===== src/rtl/alu_share_ctrl.sv =====
// alu_share_ctrl: lets two requesters take turns on one shared 32-bit ALU.
// Requests come in over valid/ready handshakes and a round-robin arbiter
// chooses between them. The block registers the operands, runs the ALU for
// one cycle and returns the result with backpressure. Shift amounts are
// trimmed to 5 bits. Illegal opcodes are turned into a zeroed add and
// flagged as an error.
//
// state | meaning
// IDLE  | arbitrate; accept one request from the winner
// EXEC  | registered operands drive the ALU; capture result at cycle end
// RESP  | response presented; hold until rsp_ready
module alu_share_ctrl (
  input  logic        clk,
  input  logic        rst_n,
  input  logic        req0_valid,
  output logic        req0_ready,
  input  logic [31:0] req0_a,
  input  logic [31:0] req0_b,
  input  logic [2:0]  req0_op,
  input  logic        req1_valid,
  output logic        req1_ready,
  input  logic [31:0] req1_a,
  input  logic [31:0] req1_b,
  input  logic [2:0]  req1_op,
  output logic [31:0] alu_a,
  output logic [31:0] alu_b,
  output logic [2:0]  alu_op,
  input  logic [31:0] alu_c,
  output logic        rsp_valid,
  input  logic        rsp_ready,
  output logic        rsp_id,
  output logic [31:0] rsp_data,
  output logic        rsp_err,
  output logic        busy
);

  typedef enum logic [1:0] {
    IDLE = 2'd0,
    EXEC = 2'd1,
    RESP = 2'd2
  } state_t;

  state_t      state;
  state_t      state_nxt;
  logic        last_grant;
  logic        grant0;
  logic        grant1;
  logic        accept;
  logic        sel;
  logic [31:0] sel_a;
  logic [31:0] sel_b;
  logic [2:0]  sel_op;
  logic        sel_illegal;
  logic        sel_shift;

  // Round-robin arbitration: on a tie, the requester not granted last wins.
  always_comb begin
    grant0 = 1'b0;
    grant1 = 1'b0;
    if (state == IDLE) begin
      if (req0_valid && req1_valid) begin
        grant0 = last_grant;
        grant1 = !last_grant;
      end else begin
        grant0 = req0_valid;
        grant1 = req1_valid;
      end
    end
  end

  assign req0_ready  = grant0;
  assign req1_ready  = grant1;
  assign accept      = grant0 | grant1;
  assign sel         = grant1;
  assign sel_a       = sel ? req1_a  : req0_a;
  assign sel_b       = sel ? req1_b  : req0_b;
  assign sel_op      = sel ? req1_op : req0_op;
  assign sel_illegal = sel_op[2] & sel_op[1];
  assign sel_shift   = sel_op[2] & ~sel_op[1];

  // Next-state logic for the request/execute/response sequence.
  always_comb begin
    state_nxt = state;
    case (state)
      IDLE:    if (accept) state_nxt = EXEC;
      EXEC:    state_nxt = RESP;
      RESP:    if (rsp_ready) state_nxt = IDLE;
      default: state_nxt = IDLE;
    endcase
  end

  // State register.
  always_ff @(posedge clk or negedge rst_n) begin
    if (!rst_n) state <= IDLE;
    else        state <= state_nxt;
  end

  // Latch the winner's operands (normalised) on accept, and the result at the end of EXEC.
  always_ff @(posedge clk or negedge rst_n) begin
    if (!rst_n) begin
      alu_a      <= 32'd0;
      alu_b      <= 32'd0;
      alu_op     <= 3'd0;
      rsp_id     <= 1'b0;
      rsp_err    <= 1'b0;
      rsp_data   <= 32'd0;
      last_grant <= 1'b1;
    end else begin
      if (accept) begin
        rsp_id     <= sel;
        rsp_err    <= sel_illegal;
        last_grant <= sel;
        if (sel_illegal) begin
          alu_a  <= 32'd0;
          alu_b  <= 32'd0;
          alu_op <= 3'd0;
        end else begin
          alu_a  <= sel_a;
          alu_b  <= sel_shift ? {27'd0, sel_b[4:0]} : sel_b;
          alu_op <= sel_op;
        end
      end
      if (state == EXEC) rsp_data <= rsp_err ? 32'd0 : alu_c;
    end
  end

  assign rsp_valid = (state == RESP);
  assign busy      = (state != IDLE);

endmodule


===== config.mk =====
export PLATFORM = sky130hd
export DESIGN_NAME = alu_share_ctrl
export DESIGN_NICKNAME = d
export VERILOG_FILES = /design/src/rtl/alu_share_ctrl.sv
export SDC_FILE = /design/constraint.sdc
export NUM_CORES = 1
export LEC_CHECK = 0
export CELL_PAD_IN_SITES_DETAIL_PLACEMENT = 1
export CELL_PAD_IN_SITES_GLOBAL_PLACEMENT = 2
export CORE_ASPECT_RATIO = 1.4
export CORE_MARGIN = 3
export CORE_UTILIZATION = 24
export DETAILED_ROUTE_END_ITERATION = 8
export PLACE_DENSITY = 0.91
export SLEW_MARGIN = 20
export SYNTH_ARGS = -nofsm -noshare
export SYNTH_HDL_FRONTEND = slang
export SYNTH_SLANG_ARGS = --single-unit

===== constraint.sdc =====
create_clock -name clk -period 5.3 [get_ports clk]
set_clock_uncertainty 0.15 [all_clocks]
set_input_delay 0.53 -clock clk [delete_from_list [all_inputs] [get_ports clk]]
set_output_delay 0.53 -clock clk [all_outputs]
set_load 0.05 [all_outputs]

== Word level (Yosys, flattened, before mapping) ==
Index checks and enable logic that the tools add are counted.
Word-level totals
  input port bits: 171
  memory bits (read-only): 0
  register bits: 104
  RAM bits: 0
  output and inout bits: 105
  word-level logic and storage cells: 36
  latch bits: 0
  memories kept: 0
Operators by class
  multiply operators: 0
  reductions and logical operators: 5
  order comparisons: 0
  $add $sub $neg: 0
  bitwise logic cells: 4
  muxes and demuxes: 15
  equal/unequal tests: 4
  divide/modulo/power cells: 0
  shifts and indexed selects: 0
Operators with widths (count)
  32-bit 2-to-1 mux: 6
  3-bit 2-to-1 mux: 2
  2-bit case mux with 3 select lines: 1
  1-bit 2-to-1 mux: 4
  2-bit 2-to-1 mux: 2
  1-bit bitwise AND: 2
  2-bit by 1-bit == test with 1-bit output (second input constant): 1
  2-bit == test (second input constant): 1
  2-bit zero test: 1
  2-bit by 1-bit inequality test with 1-bit output (second input constant): 1
  2-bit inequality test (second input constant): 1
  2-bit AND reduction: 1
  2-bit nonzero test: 1
  1-bit logical AND: 1
  1-bit zero test: 1
  1-bit inverter: 1
  1-bit OR: 1

== Depth between registers and ports, before layout ==
  word-level depth: 8
  mapped depth: 6

== Worst setup path before layout ==
Ideal clock, no wire load.
  path type: input -> output
  from: input req0_valid
  to: output req0_ready
  path slack: 3.027 ns
  cell stages on the path: 2
  arrival: 1.593 ns
  path buffers: 0
  path through: or3b_1 nor2_1
Between the ends
  cells in the longest elaborated chain, start to end: 3
RTL lines
  start: declaration: line 15  | input logic req0_valid,
  1-bit logical AND: line 61  | if (req0_valid && req1_valid) begin
  1-bit 2-to-1 mux *: line 61
  1-bit 2-to-1 mux *: line 60  | if (state == IDLE) begin
  end: declaration: line 16  | output logic req0_ready,
Every way passes the cells marked *; elsewhere a longest branch is shown, timed or not.

== Worst setup path in the final report ==
  from: register state[0]
  to: output req1_ready
Between the ends
  cells in the longest elaborated chain, start to end: 2
RTL lines
  start: declaration: line 43  | state_t state;
  start signal: assignment: line 95  | else state <= state_nxt;
  2-bit zero test: line 60
  1-bit 2-to-1 mux: line 60
  end: declaration: line 21  | output logic req1_ready,
No other way between the ends.

==> flow_metrics.py <==
metrics = {
    "yosys": {
        "yosysWarningCount": 0,
        "synth_fa_ha_area_share_pct": 0,
        "synth-compound-area-share_pct": 25.8,
        "synth_cells": 495,
        "synth_top_family_by_area": "compound AO/OA/AOI/OAI gates",
        "synth-simple-area-share_pct": 15.3,
        "netlist_area_mm2": 0.00498,
        "synthXorXnorAreaFrac_pct": 0,
        "ys_types": 29,
        "syn_nets": 666,
        "seq_area_frac_synth_pct": 52.2,
        "synth.mux.area_fraction_pct": 0,
        "synth-seq-cells": 104,
        "syn_avg_cell_area_um2": 10.1,
    },
    "routing": {
        "drt_iter0_drc": 224,
        "drtPass1Iterations": 4,
        "routed_wl_um": 20300,
        "vias": 5023,
        "viasPerCell": 5.04,
        "ant_nets": 0,
        "wl_per_cell_um": 20.3,
        "drc": 0,
    },
    "sta": {
        "finalCritPeriodShare_pct": 65.5,
        "timing.fmax_ghz": 0.288,
        "hold_violations": 0,
        "slew_viol_final": 0,
        "tns_ps": 0,
        "tightest_slew_ps": 930,
        "max_slew_margin_pct": 37.9,
        "holdWs_ps": 145,
        "period_minus_slack_ps": 3470,
        "finalSetupViolCount": 0,
        "rsz0062_at_grt": "false",
    },
    "global_route": {
        "overflow": 0,
        "first_global_vias": 5256,
        "grt_pass1_wl_um": 30300,
        "grt_max_degree": 72,
        "track_usage_pct": 17.1,
        "antenna_found_initial": 0,
    },
    "power": {
        "p_per_area_mw_per_mm2": 615,
        "leakagePower_nw": 3.35,
        "vdd_ir_drop_max_uv": 245,
        "power_mw": 5.09,
    },
    "placement": {
        "portBuffers": 275,
        "routabilityCongestion": 0.768,
        "hpwl_um": 14100,
    },
    "setup_path": {
        "r2r_slack_ps": 2550,
        "cp.buffers_inverters": 2,
        "critPathKind": "flip-flop to output pin",
        "worstPathRequired_ps": 4620,
        "cp_slowest_stage_delay_ps": 830,
        "path_cells": "nor2_4 -> buf_4 -> and3_1 -> clkdlybuf4s50_1",
        "cp_top_family": "buffers and inverters",
        "critPathMaxFanout": 71,
        "start_kind": "flip-flop",
        "endpoint_kind": "output pin",
        "cp_slowest_cell": "clkdlybuf4s50_1",
        "cp.arrival_ps": 2790,
    },
    "floorplan": {
        "rows": 61,
        "dieWidth_um": 128,
        "die_h_um": 177,
        "io_pins": 276,
        "start_util_pct": 24.7,
        "die_area_mm2": 0.0226,
        "core_mm2": 0.0201,
    },
    "final_layout": {
        "nNetsFinal": 911,
        "seq_area_mm2": 0.00260,
        "final_cell_mix": "clkdlybuf4s50_1, dfrtp_1, o21ai_0",
        "fillers": 2252,
        "syn2layout_area_growth_pct": 66.0,
        "multi_input_area_mm2": 0.00208,
        "final_common_cell": "clkdlybuf4s50_1",
        "antenna_cells": 0,
        "drive_gt1_share_pct": 4.43,
    },
    "clock_tree": {
        "postCtsSetupBuffers": 0,
        "clockBufferDepth": 2,
        "clk_pin_slew_ps": 80,
        "root_buffer": "clkbuf_16",
        "cts_resized": 0,
        "cts.sinks": 104,
        "htreeDepth": 3,
        "hold_buffers": 0,
        "cts_tree": "yes",
        "numCtsBuffers": 9,
        "clk_latency_ps": 350,
    },
    "job": {
        "maxCapViolCount": 0,
    },
    "worst_hold_path": {
        "min_path_type": "input port to async pin",
    },
    "run_status": {
        "outcome": "finished clean",
    },
}
[cells in the mapped netlist]
cell type / instances / area (µm²)
o311ai_1: 1 / 8.76
nand2_1: 34 / 128
nand3_1: 1 / 5.00
nor2_1: 3 / 11.3
clkbuf_1: 40 / 150
buf_2: 7 / 35.0
a211oi_2: 1 / 12.5
or2_2: 1 / 6.26
and3_1: 1 / 6.26
inv_1: 31 / 116
a21oi_1: 2 / 10.0
a221o_1: 38 / 380
buf_6: 2 / 22.5
nand2b_1: 34 / 213
or3b_1: 1 / 8.76
dfstp_2: 1 / 26.3
a31oi_1: 2 / 12.5
nor2_2: 1 / 6.26
nor2b_1: 29 / 181
nand4_1: 29 / 181
a21boi_0: 38 / 285
o311ai_0: 27 / 236
buf_4: 1 / 7.51
dfrtp_1: 103 / 2580
and4_1: 1 / 8.76
o21ai_0: 61 / 305
a21o_1: 2 / 15.0
a211o_1: 2 / 17.5
nand4b_1: 1 / 8.76
[stage by stage]
step	util, %	instance area (µm²)	worst slack, ps	cells
floorplan	-	4980	3030	495
global placement	39.3	7920	1380	981
detailed placement	39.3	7920	1200	981
CTS	41.0	8260	1630	997
global route	41.0	8270	1730	997
finish	41.0	8270	1830	997
[registers in the layout, indices dropped and copies added (netlist names)]
name        cells
alu_a          32
state           2
rsp_data       32
alu_b          32
rsp_id          1
last_grant      1
alu_op          3
rsp_err         1
[cell type report]
class	instances	area share, %
clock buffers	10	2.89
clock inverters	6	1.18
inverters	31	1.41
multi-input cells	310	25.2
flip-flops and latches	104	31.5
well taps	252	3.81
repair buffers	284	34.1
[cell families (layout without fill, tap and decap cells)]
family / after synthesis / after routing
buf+inv: 81 / 331
simple gates: 136 / 136
flops: 104 / 104
compound gates: 174 / 174
[report_power, final]
group	total [mW]	switching (mW)	leakage, nW	internal [mW]
Combinational	3.01	1.99	1.85	1.02
Sequential	1.31	0.180	1.33	1.13
Clock	0.769	0.333	0.166	0.436
Total	5.09	2.51	3.35	2.58
[routing by layer]
metal / track usage (%) / vias to the layer above / part of all wire (%)
met4: 6.24 / 0 / 2.7
met2: 29.4 / 192 / 51
met1: 21.3 / 2503 / 40
met5: 0 / - / 0
li1: - / 2294 / -
met3: 3.15 / 34 / 5.7
[final timing paths]
check	from	endpoint	cells after the start
setup / recovery	state[0]	req1_ready	4
hold / removal	rst_n	rsp_data[20]	1
setup reg to reg	state[0]	alu_b[29]	4
hold reg to reg	rsp_data[23]	rsp_data[23]	2
max in group asynchronous	rst_n	alu_a[17]	2
min in group clk	rsp_data[23]	rsp_data[23]	2
Note: power is estimated with default switching activity, not from simulation.
